## src/rtl/inv74_pkg.sv

```systemverilog
// rtl/inv74_pkg.sv - shared types, gate count and popcount helper for the 74x04 quad inverter
package inv74_pkg;

  localparam int N_GATES = 4;

  typedef logic [3:0] quad_t;

  function automatic logic [3:0] popcount8(input logic [7:0] v);
    logic [3:0] n;
    n = '0;
    for (int i = 0; i < 8; i++) begin
      n = n + {3'b000, v[i]};
    end
    return n;
  endfunction

endpackage

```

## src/rtl/inv74_gate.sv

```systemverilog
// rtl/inv74_gate.sv - single inverter gate; registered output under INV_74X04_OUTPUT_REG_EN
module inv74_gate (
`ifdef INV_74X04_OUTPUT_REG_EN
  input  logic clk,
  input  logic rst,
`endif
  input  logic a,
  output logic y
);

`ifdef INV_74X04_OUTPUT_REG_EN
  // Reset value matches the output of an all-0 input
  always_ff @(posedge clk) begin
    if (rst) begin
      y <= 1'b1;
    end else begin
      y <= ~a;
    end
  end
`else
  assign y = ~a;
`endif

endmodule

```

## src/rtl/inv_74x04_quad.sv

```systemverilog
// rtl/inv_74x04_quad.sv - bus and split quad inverters with saturating output-transition monitor (INV_74X04_OUTPUT_REG_EN)
module inv_74x04_quad
  import inv74_pkg::*;
#(
  parameter int          CNT_W   = 16,
  parameter int unsigned RST_CNT = 0
) (
  input  logic             clk,
  input  logic             rst,
  input  logic [3:0]       a_bus,
  output logic [3:0]       y_bus,
  input  logic             a1,
  input  logic             a2,
  input  logic             a3,
  input  logic             a4,
  output logic             y1,
  output logic             y2,
  output logic             y3,
  output logic             y4,
  output logic [CNT_W-1:0] toggle_cnt,
  output logic             cnt_sat
);

  localparam logic [CNT_W+3:0] CNT_MAX = {4'b0000, {CNT_W{1'b1}}};

  quad_t a_split;
  quad_t y_split;

  assign a_split = {a4, a3, a2, a1};
  assign y1      = y_split[0];
  assign y2      = y_split[1];
  assign y3      = y_split[2];
  assign y4      = y_split[3];

  for (genvar g = 0; g < N_GATES; g++) begin : g_gates
    inv74_gate u_bus (
`ifdef INV_74X04_OUTPUT_REG_EN
      .clk (clk),
      .rst (rst),
`endif
      .a   (a_bus[g]),
      .y   (y_bus[g])
    );
    inv74_gate u_split (
`ifdef INV_74X04_OUTPUT_REG_EN
      .clk (clk),
      .rst (rst),
`endif
      .a   (a_split[g]),
      .y   (y_split[g])
    );
  end

  logic [7:0]       cur_y;
  logic [7:0]       prev_y;
  logic [7:0]       toggled;
  logic [CNT_W+3:0] sum;
  logic [CNT_W-1:0] cnt_next;

  assign cur_y = {y_split, y_bus};

  // A bit that is not a clean 0/1 on either side is never a transition
  always_comb begin
    toggled = '0;
    for (int i = 0; i < 8; i++) begin
      toggled[i] = ((prev_y[i] === 1'b0) && (cur_y[i] === 1'b1)) ||
                   ((prev_y[i] === 1'b1) && (cur_y[i] === 1'b0));
    end
  end

  always_comb begin
    sum      = {4'b0000, toggle_cnt} + {{CNT_W{1'b0}}, popcount8(toggled)};
    cnt_next = (sum > CNT_MAX) ? CNT_MAX[CNT_W-1:0] : sum[CNT_W-1:0];
  end

  always_ff @(posedge clk) begin
    if (rst) begin
      toggle_cnt <= CNT_W'(RST_CNT);
`ifdef INV_74X04_OUTPUT_REG_EN
      // Outputs are being forced high on this edge, so that is what they will hold next cycle
      prev_y     <= '1;
`else
      prev_y     <= cur_y;
`endif
    end else begin
      toggle_cnt <= cnt_next;
      prev_y     <= cur_y;
    end
  end

  assign cnt_sat = &toggle_cnt;

endmodule

```

## config.mk

```make
export PLATFORM = sky130hd
export DESIGN_NAME = inv_74x04_quad
export DESIGN_NICKNAME = d
export VERILOG_FILES = /design/src/rtl/inv74_pkg.sv /design/src/rtl/inv74_gate.sv /design/src/rtl/inv_74x04_quad.sv
export SDC_FILE = /design/constraint.sdc
export NUM_CORES = 1
export LEC_CHECK = 0
export CORE_MARGIN = 2
export CORE_UTILIZATION = 33
export CTS_CLUSTER_SIZE = 8
export DETAILED_ROUTE_END_ITERATION = 8
export GPL_ROUTABILITY_DRIVEN = 0
export PLACE_DENSITY = 0.58
export SYNTH_ARGS = -nofsm -noshare
export SYNTH_HDL_FRONTEND = slang
export SYNTH_SLANG_ARGS = --single-unit
export TNS_END_PERCENT = 10
```

## constraint.sdc

```tcl
create_clock -name clk -period 10.2 [get_ports clk]
set_clock_uncertainty 0.1 [all_clocks]
set_input_delay 1.02 -clock clk [delete_from_list [all_inputs] [get_ports clk]]
set_output_delay 1.02 -clock clk [all_outputs]
set_load 0.02 [all_outputs]
```

Word level (Yosys, flattened, before mapping)
Index checks and enable logic that the tools add are counted.

Bits in registers: 24. Bits in latches: 0. Bits in writable memories: 0. Memory bits (read-only): 0. Input port bits: 10. Output and inout port bits: 25. Logic and storage cells: 77. Memories kept: 0.

Add/subtract/negate cells: 8. Multipliers: 0. Div/mod/pow operators: 0. Magnitude comparators: 1. Equal/unequal tests: 32. Shift-type cells: 0. Muxes and demuxes: 1. Bitwise gates (word level): 8. Reductions and logical operators: 25.

Operators by type and width (number): $eqx A1 B1 Y1 const B (32); $add A16 B4 Y17 (1); $gt A17 B16 Y1 const B (1); $add A4 B1 Y4 (4); $logic_and A1 B1 Y1 (16); $mux W16 (1); $reduce_and A16 Y1 (1); $logic_or A1 B1 Y1 (8); $not A1 Y1 (8); $add A3 B1 Y4 (1); $add A2 B1 Y3 (1); $add A1 B1 Y2 (1).

Logic depth before layout (Yosys ltp)
Gate-level depths: netlist (run 1).

Depth after elaboration: 14. Mapped depth: 14. Mapped depth without buffers: 13.

Cells and area by module
From an unflattened synthesis (run 1), not the netlist that was laid out.

Cell total of the unflattened synthesis: 137. Area total of the unflattened synthesis: 1282.5 µm².

By module, submodules not included: inv_74x04_quad (instances 1, cells each 129, area each 1252.5 µm², seq. area each 480.5 µm²); inv74_gate (instances 8, cells each 1, area each 3.8 µm², seq. area each 0.0 µm²).

Least setup slack after synthesis (run 1)
No wires, ideal clock.

Path type: in2reg. Start: input a_bus[0]. End: register toggle_cnt[15]. Library setup time: 0.088 ns. Arrival time: 4.299 ns. Required time: 10.012 ns. Slack: 5.714 ns. Cell stages on the path: 13. Path buffers: 0. Cell sequence: xnor2_1 > fa_1 > fa_1 > inv_1 > fa_1 > inv_1 > fa_1 > inv_1 > fa_1 > nand2b_2 > a21oi_2 > and4b_1 > nor4_2.

Longest elaborated chain between the ends: 14. Elaborated cells between the ends (all ways): 16. Those cells by class: add/sub: 8; order compare: 1; eq/ne: 2; mux: 1; bitwise: 1; reduce/logical: 3.

RTL lines: start, declared (RTL line inv_74x04_quad.sv:10) `input logic [3:0] a_bus,`; $not A1 Y1 * (RTL line inv74_gate.sv:21) `assign y = ~a;`; $eqx A1 B1 Y1, on equally long branches (RTL line inv_74x04_quad.sv:66, inv_74x04_quad.sv:67); $logic_and A1 B1 Y1, on equally long branches (RTL line inv_74x04_quad.sv:66, inv_74x04_quad.sv:67); $logic_or A1 B1 Y1 * (RTL line inv_74x04_quad.sv:66) `toggled[i] = ((prev_y[i] === 1'b0) && (cur_y[i] === 1'b1)) ||`; $add A1 B1 Y2 * (RTL line inv74_pkg.sv:12) `n = n + {3'b000, v[i]};`; $add A2 B1 Y3 * (RTL line inv74_pkg.sv:12); $add A3 B1 Y4 * (RTL line inv74_pkg.sv:12); $add A4 B1 Y4 * (4 in series) (RTL line inv74_pkg.sv:12); $add A16 B4 Y17 * (RTL line inv_74x04_quad.sv:72) `sum = {4'b0000, toggle_cnt} + {{CNT_W{1'b0}}, popcount8(toggled)};`; $gt A17 B16 Y1 (RTL line inv_74x04_quad.sv:73) `cnt_next = (sum > CNT_MAX) ? CNT_MAX[CNT_W-1:0] : sum[CNT_W-1:0];`; $mux W16 * (RTL line inv_74x04_quad.sv:73); end signal, assigned (RTL line inv_74x04_quad.sv:78) `toggle_cnt <= CNT_W'(RST_CNT);`; end signal, assigned (RTL line inv_74x04_quad.sv:86) `toggle_cnt <= cnt_next;`; end, declared (RTL line inv_74x04_quad.sv:20) `output logic [CNT_W-1:0] toggle_cnt,`.

Every way passes the cells marked *; elsewhere a longest branch is shown, timed or not. A chain may end at the register's enable or synchronous reset.

Worst setup path after layout (run 1)
Start: input a_bus[0]. End: register toggle_cnt[1].

Same word-level chain as after synthesis.

==> reports/results.tsv, run 1 <==
stage	metric	value	unit
run_status	status	completed	
timing	setup tns final	0	ns
power_and_ir_drop	fraction of power spent switching nets	38.5	%
global_routing	largest net degree at the start of global routing	19	
critical_path	critical path capture point type	flop	
routing	Total Routed Length	2870	um
synthesis	Synth Flop Type	dfxtp_1	
synthesis	Ys Warns	0	
synthesis	post-synth net total	162	
min_path	hold path startpoint	toggle_cnt[11]$_SDFF_PP0_	
clocking	Max H-tree Level	1	
timing	Min Hold Slack	0.461	ns
floorplanning	die width	68.2	um
floorplanning	core box area	3970	um2
placed_design	Cells after DPL	218	
synthesis	top post-synthesis cells by area	dfxtp_1, fa_1, xnor2_1	
floorplanning	Initial Util	34.2	%
critical_path	R2R cell count	13	
floorplanning	die area	4650	um2
synthesis	Seq cells post-synth	24	
min_path	HP Class	flop to flop	
clocking	root buffer cell	clkbuf_8	
routing	DR pass1 iterations	4	
floorplanning	row count	23	
synthesis	post-synthesis cell type count	44	
clocking	cts-stage hold buffer count	0	
critical_path	Startpoint Class	input pin	
routing	Residual DRC	0	
critical_path	r2r endpoint	toggle_cnt[1]$_SDFF_PP0_	
clocking	TritonCTS clock tree	done	
layout	Layout Area Growth over Synthesis	30.6	%
layout	Post-Layout Cell Count	222	
clocking	worst skew pair latency	0.26	ns
routing	drt first-iter violations	31	
synthesis	number of synthesized flops with an enable pin	0	
global_routing	vias in the first global route	1061	
timing	final setup fails	0	
routing	Vias/cell	4.94	
layout	commonest non-fill, non-tap cell in the layout	clkdlybuf4s50_1	
clocking	clock slew seen by the registers of the worst setup and hold paths	0.08	ns
synthesis	Syn Inst Count	141	
critical_path	CP Max Fanout	11	
power_and_ir_drop	power share of the clock group	17.7	%
global_routing	gr usage total	13.7	%
placed_design	Detailed Place HPWL	2220	um
critical_path	r2r startpoint	prev_y[0]$_DFF_P_	
timing	Final period util	50.7	%
synthesis	ys async rst share	0	%
power_and_ir_drop	Worst IR Drop VDD	77.9	uV
clocking	maximum root-to-sink buffer count	2	
clocking	clk sink count	24	
min_path	worst hold stages	2	
power_and_ir_drop	Tot Pwr	0.000360	W
power_and_ir_drop	Psw	0.000139	W
layout	final net count	194	
min_path	hold endpoint	toggle_cnt[11]$_SDFF_PP0_	
critical_path	critical path type	input pin to flop	
clocking	Num CTS Buffers	3	
timing	Fmax	193	MHz
critical_path	WP data required	10.28	ns
layout	ant diodes	0	
routing	vias	1097	
critical_path	CP arrival	5.25	ns
synthesis	dominant cell type by area after synthesis	dfxtp_1	
timing	RSZ-0062 raised after global routing	no	
timing	Slew HR	55.3	%
layout	final core occ	44.7	%
synthesis	cell area after synthesis	1360	um2
floorplanning	Die H	68.2	um
power_and_ir_drop	PwrDens	203	nW/um2
routing	antenna-violating nets left	0	
timing	Tmin final	5.17	ns
routing	routed len/inst	12.9	um
power_and_ir_drop	Comb pwr share	51.1	%
global_routing	grt total ovfl	0	
synthesis	post-synthesis sequential area ratio	35.4	%
synthesis	share of the synthesized area in the top cell type	35.4	%
synthesis	Mapped Avg Cell Area	9.64	um2
power_and_ir_drop	Seq pwr share	31.3	%
clocking	post-CTS setup buffers	0	
layout	layout cells sized above 1	9.30	%
timing	worst slew pin tran	0.668	ns
job	Max-Cap Viols	0	
floorplanning	# IOs	35	
timing	Final Hold Fails	0	
power_and_ir_drop	static leakage	0.652	nW
power_and_ir_drop	Power Internal	0.000221	W
clocking	CTS resizes	0	
timing	Final Max Tran Viols	0	
global_routing	initial antenna violation count	0	
global_routing	global-route wire length before repair	4820	um
critical_path	r2r setup slk	5.95	ns
placed_design	Port Buffers	34	
layout	commonest non-fill, non-tap cells in the layout	clkdlybuf4s50_1, dfxtp_1, inv_1	
-- layer usage --
metal | vias to the layer above | global-route usage, % | routed length (um)
li1 | 551 | - | -
met1 | 518 | 17.8 | 1370
met2 | 26 | 22.9 | 1340
met3 | 2 | 2.80 | 140
met4 | 0 | 3.75 | 20
met5 | - | 0 | 0
-- cell families after synthesis --
family | synth area share [%]
xor gates and xnor gates | 8.38
DFF | 35.4
AOI/OAI and AO/OA | 18.6
buffers and inverters | 8.38
and+or+nand+nor | 16.4
adders and majority gates | 12.9
-- critical path, stage by stage --
cell             delay, ns
clkdlybuf4s50_1       0.44
xnor2_1               0.25
fa_1                  0.49
fa_1                  0.55
inv_1                 0.06
fa_1                  0.47
inv_1                 0.09
fa_1                  0.22
inv_1                 0.06
fa_1                  0.41
nand2b_2              0.26
a21oi_2               0.26
nand3_1               0.39
a21oi_1               0.28
-- final cells by class --
class,count,area (um2)
well taps,50,62.6
clock buffers,4,55.1
multi-input cells,91,764
fillers,389,2200
repair buffers,34,340
inverters,19,71.3
flip-flops and latches,24,480
-- cell usage after synthesis, drive strengths merged (2+ instances only) --
library cell and count:
o21bai 2, ha 6, nor3 3, nand2 2
a21oi 15, inv 19, fa 5, xor2 3
xnor2 10, nor2 5, o31ai 2, buf 6
a31oi 5, nand2b 2, a211oi 2, o21ai 3
dfxtp 24, nand3 5, and4b 3, or4 2
nand4 4
-- power groups by stage --
stage          registers, W  logic, W  clock network [W]
2_1_floorplan      0.000122  0.000128                  0
4_1_cts            0.000113  0.000187          0.0000660
3_5_place_dp       0.000115  0.000186                  0
3_3_place_gp       0.000115  0.000184                  0
5_1_grt            0.000115  0.000204          0.0000697
6_report           0.000113  0.000184          0.0000635
-- flip-flops by register name, summed over array words and instances, names as in the netlist --
signal / count
prev_y: 8
toggle_cnt: 16
-- per-stage QoR --
step	worst slack [ns]	instance area [um2]
final	5.03	1770
after global routing	4.74	1770
after CTS	5.01	1770
after detailed placement	4.76	1720
after global placement	4.88	1720
after floorplan	5.71	1360
-- worst max-delay path by stage --
stage	startpoint	cells past startpoint	to
final	a_bus[0]	14	toggle_cnt[1]$_SDFF_PP0_
after detailed placement	a_bus[0]	14	toggle_cnt[1]$_SDFF_PP0_
after global routing	a_bus[0]	14	toggle_cnt[1]$_SDFF_PP0_
after floorplan	a_bus[0]	13	toggle_cnt[15]$_SDFF_PP0_
after CTS	a_bus[0]	14	toggle_cnt[1]$_SDFF_PP0_
after global placement	a_bus[0]	14	toggle_cnt[0]$_SDFF_PP0_
Power figures use the tool's default switching activity.
==> run 2, diff against run 1 <==
==> constraint.sdc (replaced) <==
create_clock -name clk -period 5.13 [get_ports clk]
set_clock_uncertainty 0.1 [all_clocks]
set_input_delay 0.513 -clock clk [delete_from_list [all_inputs] [get_ports clk]]
set_output_delay 0.513 -clock clk [all_outputs]
set_load 0.02 [all_outputs]
==> run 2 against run 1 <==
Net effect: clock-buffer cell count decreased by 1; sequential share of layout area fell by 0.25 points; worst hold slack better by 0.00061 ns; wire length is 1.9% higher; register-to-register slack lost 5.1 ns; sequential cell count unchanged; global-route usage is 0.16 points higher; final area increased by 0.92%; critical path depth stayed put; final cell count unchanged.
==> reports/results.tsv, run 2 (synthesized netlist as in run 1, its figures left out) <==
stage	metric	value	unit	change
clocking	clk sink count	24		unchanged
floorplanning	die area	4650	um2	unchanged
routing	vias	1112		+1.4%
global_routing	initial antenna violation count	0		unchanged
clocking	Num CTS Buffers	3		unchanged
clocking	maximum root-to-sink buffer count	2		unchanged
routing	antenna-violating nets left	0		unchanged
timing	RSZ-0062 raised after global routing	no		
clocking	clock slew seen by the registers of the worst setup and hold paths	0.09	ns	about the same
routing	uppermost routed layer	met4		
timing	worst slew pin tran	0.690	ns	+0.0220 ns
routing	Residual DRC	0		unchanged
placed_design	Setup WS pre-CTS	0.186	ns	-4.58 ns
clocking	CTS resizes	0		unchanged
critical_path	Critical Path Slowest Stage Cell	fa_1		
timing	Final Max Tran Viols	0		unchanged
global_routing	vias in the first global route	1092		+2.9%
routing	Total Routed Length	2920	um	+1.9%
critical_path	Bufs and invs on worst path	4		unchanged
timing	Tmin final	4.65	ns	
routing	drt first-iter violations	28		-9.7%
clocking	post-CTS setup buffers	0		unchanged
job	Max-Cap Viols	0		unchanged
routing	met2 wire len	1360	um	+1.9%
global_routing	gr usage total	13.9	%	+0.16 points
global_routing	largest net degree at the start of global routing	19		unchanged
floorplanning	# IOs	35		unchanged
timing	Slew HR	53.8	%	-1.5 points
routing	routed len/inst	13.2	um	+1.9%
layout	Multi-input gate area	764	um2	unchanged
layout	final net count	194		unchanged
critical_path	critical path type	input pin to flop		
global_routing	global-route wire length before repair	4910	um	+1.8%
routing	wire length on met3	148	um	+5.7%
critical_path	WP data required	5.21	ns	-5.07 ns
layout	number of flip-flops in the largest register	16		unchanged
critical_path	Startpoint Class	input pin		
critical_path	CP peak stage delay	0.55	ns	about the same
floorplanning	Initial Util	34.2	%	unchanged
critical_path	CP arrival	4.73	ns	-0.52 ns
layout	register area	480	um2	unchanged
clocking	cts-stage hold buffer count	0		unchanged
power_and_ir_drop	static leakage	0.659	nW	+1.1%
critical_path	Top delay family on crit path	adder cells		
critical_path	critical path capture point type	flop		
min_path	HP Class	flop to flop		
layout	Fill cells	385		-1.0%
layout	commonest non-fill, non-tap cells in the layout	clkdlybuf4s50_1, dfxtp_1, inv_1		
timing	Fmax	215	MHz	
clocking	TritonCTS clock tree	done		
critical_path	CP cell instances	clkdlybuf4s50_1 -> xnor2_1 -> fa_1 -> fa_1 -> inv_1 -> fa_1 -> inv_1 -> fa_1 -> inv_1 -> fa_1 -> nand2b_2 -> a21oi_2 -> nand3_1 -> a21oi_1		
placed_design	Port Buffers	34		unchanged
floorplanning	Die H	68.2	um	unchanged
clocking	Max H-tree Level	1		unchanged
layout	biggest regs	toggle_cnt (16), prev_y (8)		
routing	Vias/cell	5.01		+1.4%
timing	Final Hold Fails	0		unchanged
power_and_ir_drop	Worst IR Drop VDD	137	uV	+76%
layout	largest register by flop count	toggle_cnt		
power_and_ir_drop	PwrDens	426	nW/um2	+110%
routing	DR pass1 iterations	4		unchanged
timing	final setup fails	0		unchanged
global_routing	grt total ovfl	0		unchanged
layout	commonest non-fill, non-tap cell in the layout	clkdlybuf4s50_1		
floorplanning	core box area	3970	um2	unchanged
placed_design	Detailed Place HPWL	2190	um	-1.1%
critical_path	CP Max Fanout	11		unchanged
layout	ant diodes	0		unchanged
floorplanning	die width	68.2	um	unchanged
run_status	status	completed		
layout	layout cells sized above 1	9.30	%	unchanged
timing	Final period util	90.7	%	
timing	setup tns final	0	ns	unchanged
floorplanning	row count	23		unchanged
layout	Layout Area Growth over Synthesis	31.8	%	
clocking	root buffer cell	clkbuf_8		
routing	met1 wire length	1390	um	+1.5%
timing	final worst setup slack	0.479	ns	-4.55 ns
critical_path	Top cell by count, worst path	fa_1		
clocking	worst skew pair latency	0.27	ns	about the same
run 2: report_power, final:
part / switching, W / internal, W
Clock: 0.0000625 / 0.000104
Sequential: 0.0000175 / 0.000206
Combinational: 0.000205 / 0.000167
Total: 0.000285 / 0.000478
run 2: routing by layer:
| layer | track usage [%] | vias up |
|---|---|---|
| li1 | - | 552 |
| met1 | 18.4 | 528 |
| met2 | 22.8 | 30 |
| met3 | 1.97 | 2 |
| met4 | 5.00 | 0 |
| met5 | 0 | - |
run 2: worst min-delay path, delay by kind of cell, from the launching register on:
family / cells / cell delay, ns
compound gates: 2 / 0.15
flops: 1 / 0.36
run 2: layout make-up:
type                    count  area share, %
clock buffers               3           2.31
clock inverters             1           1.68
inverters                  19           3.98
multi-input cells          91           42.7
flip-flops and latches     24           26.8
well taps                  50           3.49
repair buffers             34           19.0
run 2: final timing paths:
path | startpoint | to | slack, ns | depth (start not counted)
worst max-delay path | a_bus[0] | toggle_cnt[1]$_SDFF_PP0_ | 0.48 | 14
worst min-delay path | toggle_cnt[9]$_SDFF_PP0_ | toggle_cnt[9]$_SDFF_PP0_ | 0.46 | 2
worst min register to register | toggle_cnt[9]$_SDFF_PP0_ | toggle_cnt[9]$_SDFF_PP0_ | 0.46 | 2
worst max register to register | prev_y[0]$_DFF_P_ | toggle_cnt[1]$_SDFF_PP0_ | 0.88 | 13
run 2: metrics by stage:
| stage | area (um2) | cells | total power [W] | utilization (%) | hold WS, ns |
|---|---|---|---|---|---|
| floorplan | 1360 | 141 | 0.000498 | - | 0.478 |
| detailed placement | 1720 | 218 | 0.000598 | 43.3 | 0.439 |
| finish | 1790 | 222 | 0.000763 | 45.1 | 0.461 |
| CTS | 1790 | 222 | 0.000771 | 45.1 | 0.458 |
| global placement | 1720 | 218 | 0.000593 | 43.3 | 0.417 |
| global route | 1790 | 222 | 0.000822 | 45.1 | 0.510 |
